--- src/rtl/router_pkg.sv ---
// Shared definitions for the router packet interface: widths, state encoding
// and the header/parity helpers used by both the transmit and receive sides.
package router_pkg;

  localparam int DATA_W = 8;
  localparam int LEN_W  = 6;
  localparam logic [1:0] ADDR_ILLEGAL = 2'b11;

  typedef enum logic [2:0] {
    IDLE    = 3'd0,
    FILL    = 3'd1,
    HEADER  = 3'd2,
    PAYLOAD = 3'd3,
    PARITY  = 3'd4,
    GAP     = 3'd5
  } tx_state_e;

  function automatic logic [DATA_W-1:0] hdr_pack(input logic [LEN_W-1:0] len,
                                                 input logic [1:0]       addr);
    return {len, addr};
  endfunction

  function automatic logic [LEN_W-1:0] hdr_len(input logic [DATA_W-1:0] hdr);
    return hdr[DATA_W-1:2];
  endfunction

  function automatic logic [1:0] hdr_addr(input logic [DATA_W-1:0] hdr);
    return hdr[1:0];
  endfunction

  function automatic logic [DATA_W-1:0] parity_fold(input logic [DATA_W-1:0] acc,
                                                    input logic [DATA_W-1:0] b);
    return acc ^ b;
  endfunction

endpackage

--- src/rtl/router_tx_buf.sv ---
// Payload FIFO for the packet transmitter. Besides pop it can discard a whole
// run of entries at once, used to throw away the rest of an aborted packet.
module router_tx_buf
  import router_pkg::*;
(
  input  logic              clock,
  input  logic              resetn,
  input  logic              push,
  input  logic [DATA_W-1:0] push_data,
  input  logic              pop,
  input  logic              flush,
  input  logic [LEN_W:0]    flush_n,
  output logic [DATA_W-1:0] head_data,
  output logic [DATA_W-1:0] next_data,
  output logic [LEN_W:0]    count,
  output logic              full
);

  localparam int DEPTH = 2**LEN_W;

  logic [DATA_W-1:0] mem_q [DEPTH];
  logic [LEN_W-1:0]  wr_ptr_q, wr_ptr_d, rd_ptr_q, rd_ptr_d;
  logic [LEN_W:0]    count_q, count_d, adv_s;
  logic              do_push_s;

  // count never exceeds DEPTH, so the top bit alone means full
  assign full      = count_q[LEN_W];
  assign count     = count_q;
  assign head_data = mem_q[rd_ptr_q];
  assign next_data = mem_q[rd_ptr_q + LEN_W'(1)];

  // pointer and occupancy update
  always_comb begin
    do_push_s = push && !full;
    if (pop) begin
      adv_s = (LEN_W+1)'(1);
    end else if (flush) begin
      adv_s = flush_n;
    end else begin
      adv_s = {(LEN_W+1){1'b0}};
    end
    rd_ptr_d = rd_ptr_q + adv_s[LEN_W-1:0];
    if (do_push_s) begin
      wr_ptr_d = wr_ptr_q + LEN_W'(1);
    end else begin
      wr_ptr_d = wr_ptr_q;
    end
    count_d = count_q - adv_s + {{LEN_W{1'b0}}, do_push_s};
  end

  // pointer/count registers
  always_ff @(posedge clock or negedge resetn) begin
    if (!resetn) begin
      wr_ptr_q <= {LEN_W{1'b0}};
      rd_ptr_q <= {LEN_W{1'b0}};
      count_q  <= {(LEN_W+1){1'b0}};
    end else begin
      wr_ptr_q <= wr_ptr_d;
      rd_ptr_q <= rd_ptr_d;
      count_q  <= count_d;
    end
  end

  // storage array; contents are don't-care until written
  always_ff @(posedge clock) begin
    if (do_push_s) begin
      mem_q[wr_ptr_q] <= push_data;
    end
  end

endmodule

--- src/rtl/router_pkt_tx.sv ---
// Packet source for the router input port: buffers a payload, then sends
// header, payload and parity, stalling on busy and aborting on a stuck busy.
module router_pkt_tx
  import router_pkg::*;
#(
  parameter logic [15:0] BUSY_TIMEOUT = 16'hFFFF,
  parameter int unsigned GAP_CYCLES   = 32'd1
) (
  input  logic              clock,
  input  logic              resetn,
  input  logic              cmd_valid,
  output logic              cmd_ready,
  input  logic [1:0]        cmd_addr,
  input  logic [LEN_W-1:0]  cmd_len,
  input  logic              cmd_corrupt,
  input  logic              pld_valid,
  output logic              pld_ready,
  input  logic [DATA_W-1:0] pld_data,
  input  logic              busy,
  output logic              pkt_valid,
  output logic [DATA_W-1:0] data_out,
  output logic              tx_done,
  output logic              tx_err
);

  tx_state_e         state_q, state_d;
  logic [1:0]        addr_q, addr_d;
  logic [LEN_W-1:0]  len_q, len_d;
  logic              corrupt_q, corrupt_d;
  logic [DATA_W-1:0] parity_q, parity_d;
  logic [LEN_W:0]    byte_cnt_q, byte_cnt_d;
  logic [15:0]       busy_cnt_q, busy_cnt_d;
  logic [15:0]       gap_cnt_q, gap_cnt_d;
  logic              pkt_valid_q, pkt_valid_d;
  logic [DATA_W-1:0] data_out_q, data_out_d;
  logic              tx_done_q, tx_done_d;
  logic              tx_err_q, tx_err_d;

  logic              buf_pop_s, buf_flush_s, buf_full_s, in_pkt_s;
  logic [LEN_W:0]    buf_flush_n_s, buf_count_s;
  logic [DATA_W-1:0] buf_head_s, buf_next_s;

  router_tx_buf u_buf (
    .clock     (clock),
    .resetn    (resetn),
    .push      (pld_valid && pld_ready),
    .push_data (pld_data),
    .pop       (buf_pop_s),
    .flush     (buf_flush_s),
    .flush_n   (buf_flush_n_s),
    .head_data (buf_head_s),
    .next_data (buf_next_s),
    .count     (buf_count_s),
    .full      (buf_full_s)
  );

  assign cmd_ready = (state_q == IDLE);
  assign pld_ready = !buf_full_s;
  assign in_pkt_s  = (state_q == HEADER) || (state_q == PAYLOAD) || (state_q == PARITY);
  assign pkt_valid = pkt_valid_q;
  assign data_out  = data_out_q;
  assign tx_done   = tx_done_q;
  assign tx_err    = tx_err_q;

  // next-state and next-output logic; outputs are staged for the state being entered
  always_comb begin
    state_d       = state_q;
    addr_d        = addr_q;
    len_d         = len_q;
    corrupt_d     = corrupt_q;
    parity_d      = parity_q;
    byte_cnt_d    = byte_cnt_q;
    busy_cnt_d    = busy_cnt_q;
    gap_cnt_d     = gap_cnt_q;
    pkt_valid_d   = pkt_valid_q;
    data_out_d    = data_out_q;
    tx_done_d     = 1'b0;
    tx_err_d      = 1'b0;
    buf_pop_s     = 1'b0;
    buf_flush_s   = 1'b0;
    buf_flush_n_s = {(LEN_W+1){1'b0}};
    case (state_q)
      IDLE: begin
        if (cmd_valid) begin
          if (cmd_addr == ADDR_ILLEGAL || cmd_len == {LEN_W{1'b0}}) begin
            tx_err_d = 1'b1;
          end else begin
            addr_d    = cmd_addr;
            len_d     = cmd_len;
            corrupt_d = cmd_corrupt;
            state_d   = FILL;
          end
        end else begin
          state_d = IDLE;
        end
      end
      FILL: begin
        if ({1'b0, len_q} <= buf_count_s) begin
          state_d     = HEADER;
          pkt_valid_d = 1'b1;
          data_out_d  = hdr_pack(len_q, addr_q);
          byte_cnt_d  = {(LEN_W+1){1'b0}};
        end else begin
          state_d = FILL;
        end
      end
      HEADER: begin
        if (!busy) begin
          parity_d   = data_out_q;
          data_out_d = buf_head_s;
          state_d    = PAYLOAD;
        end else begin
          state_d = HEADER;
        end
      end
      PAYLOAD: begin
        if (!busy) begin
          buf_pop_s  = 1'b1;
          parity_d   = parity_fold(parity_q, data_out_q);
          byte_cnt_d = byte_cnt_q + (LEN_W+1)'(1);
          // head has just been popped, so the following byte comes from next_data
          if (byte_cnt_q + (LEN_W+1)'(1) == {1'b0, len_q}) begin
            state_d     = PARITY;
            pkt_valid_d = 1'b0;
            data_out_d  = parity_fold(parity_q, data_out_q) ^ {{(DATA_W-1){1'b0}}, corrupt_q};
          end else begin
            data_out_d = buf_next_s;
          end
        end else begin
          state_d = PAYLOAD;
        end
      end
      PARITY: begin
        if (!busy) begin
          tx_done_d  = 1'b1;
          data_out_d = {DATA_W{1'b0}};
          gap_cnt_d  = 16'd0;
          state_d    = GAP;
        end else begin
          state_d = PARITY;
        end
      end
      GAP: begin
        if (gap_cnt_q == 16'(GAP_CYCLES - 32'd1)) begin
          state_d = IDLE;
        end else begin
          gap_cnt_d = gap_cnt_q + 16'd1;
        end
      end
      default: begin
        state_d     = IDLE;
        pkt_valid_d = 1'b0;
        data_out_d  = {DATA_W{1'b0}};
      end
    endcase
    // stall watchdog: a stuck busy drops the unsent remainder of this packet
    if (in_pkt_s) begin
      if (!busy) begin
        busy_cnt_d = 16'd0;
      end else if (busy_cnt_q + 16'd1 == BUSY_TIMEOUT) begin
        tx_err_d      = 1'b1;
        pkt_valid_d   = 1'b0;
        data_out_d    = {DATA_W{1'b0}};
        buf_flush_s   = 1'b1;
        buf_flush_n_s = {1'b0, len_q} - byte_cnt_q;
        busy_cnt_d    = 16'd0;
        gap_cnt_d     = 16'd0;
        state_d       = GAP;
      end else begin
        busy_cnt_d = busy_cnt_q + 16'd1;
      end
    end else begin
      busy_cnt_d = 16'd0;
    end
  end

  // state and output registers
  always_ff @(posedge clock or negedge resetn) begin
    if (!resetn) begin
      state_q     <= IDLE;
      addr_q      <= 2'd0;
      len_q       <= {LEN_W{1'b0}};
      corrupt_q   <= 1'b0;
      parity_q    <= {DATA_W{1'b0}};
      byte_cnt_q  <= {(LEN_W+1){1'b0}};
      busy_cnt_q  <= 16'd0;
      gap_cnt_q   <= 16'd0;
      pkt_valid_q <= 1'b0;
      data_out_q  <= {DATA_W{1'b0}};
      tx_done_q   <= 1'b0;
      tx_err_q    <= 1'b0;
    end else begin
      state_q     <= state_d;
      addr_q      <= addr_d;
      len_q       <= len_d;
      corrupt_q   <= corrupt_d;
      parity_q    <= parity_d;
      byte_cnt_q  <= byte_cnt_d;
      busy_cnt_q  <= busy_cnt_d;
      gap_cnt_q   <= gap_cnt_d;
      pkt_valid_q <= pkt_valid_d;
      data_out_q  <= data_out_d;
      tx_done_q   <= tx_done_d;
      tx_err_q    <= tx_err_d;
    end
  end

endmodule

--- config.mk ---
export PLATFORM = sky130hd
export DESIGN_NAME = router_pkt_tx
export DESIGN_NICKNAME = d
export VERILOG_FILES = /design/src/rtl/router_pkg.sv /design/src/rtl/router_tx_buf.sv /design/src/rtl/router_pkt_tx.sv
export SDC_FILE = /design/constraint.sdc
export NUM_CORES = 1
export LEC_CHECK = 0
export CAP_MARGIN = 20
export CELL_PAD_IN_SITES_DETAIL_PLACEMENT = 0
export CELL_PAD_IN_SITES_GLOBAL_PLACEMENT = 2
export CORE_UTILIZATION = 43
export CTS_BUF_LIST = sky130_fd_sc_hd__clkbuf_16
export CTS_CLUSTER_SIZE = 28
export DETAILED_ROUTE_END_ITERATION = 8
export PLACE_DENSITY = 0.82
export SYNTH_ARGS = -nofsm -noshare
export SYNTH_HDL_FRONTEND = slang
export SYNTH_HIERARCHICAL = 1
export SYNTH_SLANG_ARGS = --single-unit
--- constraint.sdc ---
create_clock -name clock -period 4.2 [get_ports clock]
set_input_delay 0.84 -clock clock [delete_from_list [all_inputs] [get_ports clock]]
set_output_delay 0.84 -clock clock [all_outputs]
set_load 0.005 [all_outputs]
==> results of run 1 <==
## synth_stat cells (all sizes together), types with 3 or more instances
master,count
a32oi,4
buf,83
nor4,13
nand3,60
a22oi,17
mux2,14
nor3,27
clkbuf,38
nor2,142
edfxtp,512
a21oi,51
o21a,3
nor3b,4
ha,36
or3,5
nand3b,6
mux4,270
a311oi,4
dfrtp,89
o211ai,3
o21ai,48
and2,11
a31o,3
o22ai,18
nand4,17
xor2,15
and3,12
o21bai,4
fa,3
xnor2,47
nand2b,9
mux2i,50
nand2,118
or2,8
a211oi,6
a31oi,16
a21o,7
inv,49
a221oi,13
nor2b,20
## flip-flops by register name, indices dropped and copies added (netlist names)
register and flops:
byte_cnt_q 7, corrupt_q 1, gap_cnt_q 16, u_buf/wr_ptr_q 6
u_buf/count 7, u_buf/rd_ptr_q 6, parity_q 8, len_q 6
busy_cnt_q 16, data_out 8, tx_err 1, addr_q 2
u_buf/mem_q 512, state_q 3, tx_done 1, pkt_valid 1
## where the power goes
| part | switching (mW) | leakage, nW | internal (mW) |
|---|---|---|---|
| registers | 0.571 | 5.70 | 6.82 |
| logic | 6.46 | 4.89 | 5.13 |
| clock network | 2.33 | 1.08 | 3.32 |
## logic make-up (layout without fill, tap and decap cells)
family | count (synthesis) | after routing | synth area share, %
xor gates and xnor gates | 62 | 62 | 1.86
DFF | 601 | 601 | 58.5
muxes | 334 | 334 | 22.7
buffers and inverters | 172 | 331 | 3.24
AOI/OAI and AO/OA | 218 | 218 | 4.80
adders and majority gates | 39 | 39 | 1.70
and+or+nand+nor | 459 | 459 | 7.24
## what timing repair did
item | 4_1_cts | 5_1_grt
endpoints found under the setup margin | 0 | 2
gates resized for setup | 0 | 2
setup buffers | 0 | 0
## worst paths after layout
kind,from,endpoint,slack (ps),cells past startpoint
max in group asynchronous,resetn,gap_cnt_q[13]$_DFF_PN0_,3200,3
worst max-delay path,busy_cnt_q[1]$_DFF_PN0_,u_buf/count[6]$_DFF_PN0_,290,17
worst max register to register,busy_cnt_q[1]$_DFF_PN0_,u_buf/count[6]$_DFF_PN0_,290,17
min in group clock,corrupt_q$_DFFE_PN0P_,corrupt_q$_DFFE_PN0P_,540,1
worst min register to register,corrupt_q$_DFFE_PN0P_,corrupt_q$_DFFE_PN0P_,540,1
worst min-delay path,resetn,busy_cnt_q[7]$_DFF_PN0_,100,1
## cells in the final DEF (no fill, tap or decap), types with 10 or more instances in the layout
cell type | netlist | routed
a21oi_1 | 51 | 51
a221oi_1 | 13 | 13
a22oi_1 | 17 | 17
a31oi_1 | 16 | 16
and2_1 | 11 | 11
and3_1 | 12 | 12
buf_12 | 1 | 10
buf_4 | 30 | 122
bufinv_16 | 0 | 11
clkbuf_16 | 0 | 61
clkdlybuf4s50_1 | 0 | 25
clkinv_2 | 0 | 17
dfrtp_1 | 89 | 86
edfxtp_1 | 512 | 512
ha_1 | 36 | 35
inv_1 | 49 | 61
mux2_2 | 14 | 14
mux2i_1 | 50 | 50
mux4_1 | 18 | 18
mux4_2 | 249 | 249
nand2_1 | 118 | 118
nand3_1 | 59 | 59
nand4_1 | 17 | 17
nor2_1 | 142 | 141
nor2b_1 | 20 | 20
nor3_1 | 26 | 26
nor4_1 | 12 | 12
o21ai_0 | 39 | 39
o22ai_1 | 17 | 17
xnor2_1 | 46 | 46
xor2_1 | 14 | 13
## cell type report
type / instances / share of cell area (%)
flip-flops and latches: 601 / 51.7
clock buffers: 61 / 4.48
multi-input cells: 1112 / 33.9
clock inverters: 54 / 1.67
inverters: 50 / 0.551
repair buffers: 166 / 4.21
well taps: 931 / 3.42
## per-stage QoR
stage	hold slack, ps	std cells
CTS	401	2971
global route	103	2975
global placement	515	2856
detailed placement	510	2856
finish	97.9	2975
floorplan	479	1885
## metal layers
layer	share of wire, %	wire length (um)
met4	3.0	2430
met1	41	33000
met2	47	37800
met5	0.014	11
met3	8.7	6990
## worst max-delay path, cell delays in order, from the launching register on
cell      delay [ps]
dfrtp_1          440
ha_1             250
nand4_1          220
xnor2_1          190
and3_1           190
o22ai_2          400
nor4_1           110
a21o_1           250
ha_1             280
inv_1             40
ha_1             210
fa_1             460
a21oi_1          180
nor2_1            60
nor2_1           170
o21bai_1          80
a21oi_1          190
xnor2_1          140
==> results by group, run 1 <==
CTS
  • CTS tree: built
  • H-Tree Level Count: 2
  • CTS buffer count: 61
  • Clock Path Buffers: 3
  • CTS root buf: clkbuf_16
  • Clock sink count: between 600 and 700
  • Worst-path clk slew: roughly 60 ps
  • Skew-Pair Late Insertion Delay: 640 ps
  • Count of hold-fix buffers inserted at cts: 0

Critical path
  • Crit end category: flop
  • Worst Path Max Fanout: 6
  • Startpoint types: flop
  • Arrival @ worst endpoint: 4460 ps
  • Worst Path Class, Setup: flop to flop
  • Critical Path RT: roughly 4800 ps

Synth
  • Top cell type's share of synthesized area: roughly half
  • Synth async-reset ratio: 14.8%
  • Syn_area_per_cell: approximately 16 um^2
  • Largest cells by area after synthesis: edfxtp_1, mux4_2, dfrtp_1, nor2_1, mux2i_1
  • EDFF count, synth: just over 500
  • Synth cell types: a little under 80
  • Gate Count Post-Synth: around 1900
  • Synth warn: 6
  • Post-Syn Nets: 1946
  • Register area share after synthesis: around 59%
  • Mapped cell area: 30100 um^2
  • Most used DFF post-synth: edfxtp_1
  • Area leader, netlist: edfxtp_1
  • Synth Register Bits: 601

Cells and area
  • Fin util: between 40% and 50%
  • Filler Cells Inserted: about 5800
  • Multi-input logic area: between 10000 and 15000 um^2
  • # nets final: just over 2000
  • Final Instance Area: roughly 34000 um^2
  • Layout cells sized above 1: 25.9%
  • FF/Latch Area: 17600 um^2
  • Area delta synth->final: 13.2%
  • Antenna cells: 0

Global route
  • Vias in the first global route: 18253
  • Met2 Use GR: 36.2%
  • First-pass GRT wire length: 120000 um
  • Initial antenna violation count: 2
  • Grt ovf: 0
  • Pin count of the biggest net entering global routing: between 100 and 150
  • Gr busiest metal: met2
  • GRT Overall Usage: between 20% and 30%
  • Grt met1 use: a little under a third
  • GRT met3 Usage: 4.91%

Power
  • PwrDens: around 720 nW/um^2
  • Worst vdd ir: 0.000456 V
  • Total Power: 24.6 mW
  • P_leak: between 10 and 15 nW

Drt
  • WL final: roughly 80000 um
  • Vias: roughly 18000
  • WL per Instance: 27.0 um
  • DR DRC count: 0
  • Routed Antenna Nets: 0
  • DR pass1 iterations: 5
  • Vias per std cell: between 6 and 7
  • Initial DRC count: about 2000

Die
  • Die height: roughly 270 um
  • Die W: approximately 270 um
  • Die area: 71000 um^2
  • Floorplan core area: approximately 69000 um^2
  • Row cnt: 96
  • Starting Density: a little over two fifths
  • I/O Pins: 35

Placement
  • GP Congestion: 0.967
  • Hpwl dp: ~55000 um
  • Port bufs: 34
  • Area after DPL: roughly 32000 um^2
  • DP Worst Slack: between 150 and 200 ps

Status
  • Run status: complete, no violations

STA
  • Slew HR: between 30% and 40%
  • Final hold violation count: 0
  • Setup_tns: 0 ps
  • RSZ-0062 raised after global routing: no
  • Minimum clock period: 3910 ps
  • Max Clock Skew: 30.1 ps
  • Final setup fails: 0
  • Final worst setup slack: roughly 290 ps
  • Max-slew violations: 0
  • Worst Tran Pin Value: 1040 ps
  • Fmax: between 200 and 300 MHz
  • Crit share post-route: 93.0%

Job
  • Max_cap viols: 0

Hold path
  • HP Class: input pin to asynchronous set/reset pin
(Power assumes the default switching activity.)
==> run 2, diff against run 1 <==
--- a/config.mk
+++ b/config.mk
@@ -5,10 +5,11 @@
 export SDC_FILE = /design/constraint.sdc
 export NUM_CORES = 1
 export LEC_CHECK = 0
+export ABC_AREA = 1
 export CAP_MARGIN = 20
 export CELL_PAD_IN_SITES_DETAIL_PLACEMENT = 0
 export CELL_PAD_IN_SITES_GLOBAL_PLACEMENT = 2
-export CORE_UTILIZATION = 43
+export CORE_UTILIZATION = 35
 export CTS_BUF_LIST = sky130_fd_sc_hd__clkbuf_16
 export CTS_CLUSTER_SIZE = 28
 export DETAILED_ROUTE_END_ITERATION = 8
==> results by group, run 2 <==
Cells and area
  • Final Instance Area: 37300 um^2 (+9.6%)
  • Fin util: 39.9% (-9.5 points)
  • # nets final: 4128 (+100%)
  • Layout Cells excl Fill: 5382 (+81%)
  • Commonest cells after routing, fill and taps aside: nand2_1, nand3_1, edfxtp_1, inv_1, nor2_1
  • Largest register by flop count: u_buf/mem_q
  • Area delta synth->final: 12.9%
  • Max FFs per register: 512 (unchanged)
  • Most common cell after layout, fill and taps aside: nand2_1
  • Largest regs: u_buf/mem_q x512, busy_cnt_q x16, gap_cnt_q x16
  • Antenna cells: 0 (unchanged)
  • Layout cells sized above 1: 6.56% (-19 points)

Synth
  • Synth warn: 6 (unchanged)
  • Synth async-reset ratio: 14.8% (unchanged)
  • Synth cell types: 45 (-42%)
  • Area leader, netlist: edfxtp_1
  • Synth Register Bits: 601 (unchanged)
  • Syn_area_per_cell: 8.13 um^2 (-49%)
  • Largest cells by area after synthesis: edfxtp_1, nand2_1, nand3_1, dfrtp_1, inv_1
  • Top-count cell post-synth: nand2_1
  • Gate Count Post-Synth: 4064 (+120%)
  • Register area share after synthesis: 53.3% (-5.3 points)
  • Most used DFF post-synth: edfxtp_1
  • EDFF count, synth: 512 (unchanged)
  • Mapped cell area: 33100 um^2 (+9.9%)
  • Most frequent cells after synthesis: nand2_1, nand3_1, edfxtp_1
  • Post-Syn Nets: 4125 (+110%)
  • Top cell type's share of synthesized area: 46.5% (-4.6 points)

Drt
  • Vias: 27075 (+49%)
  • Met2 Wirelength: 47900 um (+26%)
  • M1 WL: 48600 um (+47%)
  • DR DRC count: 0 (unchanged)
  • Met3 WL: 5580 um (-20%)
  • Highest routing layer actually used: met4
  • DR pass1 iterations: 5 (unchanged)
  • WL per Instance: 19.4 um (-28%)
  • WL final: 105000 um (+30%)
  • Initial DRC count: 2463 (+25%)
  • Routed Antenna Nets: 0 (unchanged)
  • Vias per std cell: 5.03 (-18%)

Critical path
  • Worst Path Class, Setup: flop to flop
  • Top delay family on crit path: simple AND/OR/NAND/NOR gates
  • Slowest cell on crit path: fa_1
  • Worst Path Max Fanout: 12 (+6)
  • CP Cell Sequence: ha_1 -> nand2_1 -> inv_1 -> nor2_1 -> nand2_1 -> nor2_1 -> nand2_1 -> nor2_1 -> nand3_1 -> nor2_2 -> nand3_4 -> nor2_1 -> nand2_1 -> nand2_1 -> ha_1 -> inv_1 -> ha_1 -> fa_1 -> nand3_1 -> nand2_1 -> a21oi_1 -> nor2_1 -> nor2_1 -> xor2_1
  • Max stage delay on crit path: 470 ps (about the same)
  • Arrival @ worst endpoint: 4270 ps (-190 ps)
  • Setup crit start: busy_cnt_q[0]$_DFF_PN0_
  • Worst reg2reg path startpoint: busy_cnt_q[0]$_DFF_PN0_
  • CP Buf/Inv Count: 2 (+1)
  • Crit end category: flop
  • Startpoint types: flop
  • Critical Path RT: 4740 ps (about the same)
  • Reg-to-reg setup timing slack: 470 ps (+180 ps)

STA
  • Max Clock Skew: 34.3 ps (+4.21 ps)
  • Worst Tran Pin Value: 990 ps (-51.4 ps)
  • Crit share post-route: 88.8% (-4.2 points)
  • Setup_tns: 0 ps (unchanged)
  • Fmax: 268 MHz (+4.8%)
  • RSZ-0062 raised after global routing: no
  • Max-slew violations: 0 (unchanged)
  • Minimum clock period: 3730 ps (-178 ps)
  • WHS: 310 ps (+212 ps)
  • Final setup fails: 0 (unchanged)
  • Final worst setup slack: 472 ps (+178 ps)
  • Slew HR: 34.0% (+3.9 points)
  • Final hold violation count: 0 (unchanged)

Power
  • Sw Share: 25.9% (-12 points)
  • P_leak: 15.9 nW (+37%)
  • Total Power: 14.6 mW (-41%)
  • Worst vdd ir: 0.000293 V (-36%)
  • Flop pwr share: 46.0% (+16 points)
  • Int Pwr: 10.8 mW (-29%)
  • Clock share of power: 43.5% (+21 points)
  • Comb pwr share: 10.4% (-37 points)
  • PwrDens: 391 nW/um^2 (-46%)
  • Net Sw Power: 3.79 mW (-60%)

Die
  • Starting Density: 35.4% (-8.3 points)
  • Die W: 309 um (+16%)
  • I/O Pins: 35 (unchanged)
  • Row cnt: 112 (+17%)
  • Die height: 309 um (+16%)
  • Floorplan core area: 93500 um^2 (+36%)
  • Die area: 95700 um^2 (+35%)

CTS
  • Cts repair resizes: 0 (unchanged)
  • CTS tree: built
  • CTS root buf: clkbuf_16
  • H-Tree Level Count: 3 (+1)
  • Clock Path Buffers: 3 (unchanged)
  • Clock sink count: 601 (unchanged)
  • CTS buffer count: 74 (+21%)
  • Count of hold-fix buffers inserted at cts: 0 (unchanged)
  • Skew-Pair Late Insertion Delay: 640 ps (about the same)
  • Worst-path clk slew: 60 ps (about the same)
  • Setup bufs post-CTS: 0 (unchanged)

Placement
  • DP Worst Slack: 438 ps (+258 ps)
  • Hpwl dp: 66200 um (+20%)
  • Placed cells: 5244 (+84%)
  • Area after DPL: 34900 um^2 (+9.6%)
  • GP Congestion: 0.846 (-13%)
  • Port bufs: 34 (unchanged)

Global route
  • First-pass GRT wire length: 160000 um (+33%)
  • Pin count of the biggest net entering global routing: 142 (+33%)
  • GRT Overall Usage: 22.0% (-0.97 points)
  • Grt ovf: 0 (unchanged)
  • Vias in the first global route: 25823 (+41%)
  • Initial antenna violation count: 1 (-1)

Status
  • Run status: complete, no violations

Hold path
  • HP Class: input pin to asynchronous set/reset pin

Job
  • Max_cap viols: 0 (unchanged)
==> run 2: cell types whose count changed in the layout (fill, tap and decap cells not counted), sizes merged, moves of 20 or more <==
cell	previous run	this run
nand3	60	831
nor2	142	277
nand2	118	1537
xnor2	47	13
mux4	270	0
mux2i	50	0
o21ai	48	83
nor2b	20	0
inv	62	342
==> run 2: final timing paths <==
kind	cells past startpoint	to
max	24	u_buf/count[6]$_DFF_PN0_
min	1	busy_cnt_q[0]$_DFF_PN0_
max reg2reg	24	u_buf/count[6]$_DFF_PN0_
min reg2reg	1	busy_cnt_q[0]$_DFF_PN0_
max in group asynchronous	2	u_buf/rd_ptr_q[1]$_DFF_PN0_
min in group clock	1	busy_cnt_q[0]$_DFF_PN0_
==> run 2: cell type report <==
cell class	count	area, um^2
clock buffers	76	1900
clock inverters	61	485
fillers	9441	56200
inverters	321	1220
multi-input cells	2913	13000
flip-flops and latches	601	17600
well taps	1254	1570
repair buffers	156	1490
==> run 2: power by group through the flow <==
stage	clock (mW)	combinational [mW]	sequential (mW)
floorplan	0	1.03	6.80
global placement	0	1.51	6.84
detailed placement	0	1.51	6.84
CTS	6.51	1.52	6.72
global route	6.73	1.70	6.73
finish	6.36	1.52	6.72
==> run 2: logic make-up (layout without fill, tap and decap cells) <==
logic type / after synthesis / after routing / share of synthesized area [%]
simple gates: 2679 / 2679 / 34.0
flops: 601 / 601 / 53.3
buf+inv: 550 / 614 / 7.41
compound gates: 144 / 144 / 2.36
xor+xnor: 47 / 47 / 1.31
fa+ha+maj: 39 / 39 / 1.54
mux: 4 / 4 / 0.136
==> run 2: metal layers <==
metal | vias to the layer above | GRT usage, %
met5 | - | 0
met2 | 701 | 35.1
met4 | 0 | 6.37
met1 | 12859 | 31.2
li1 | 13371 | -
met3 | 144 | 2.86
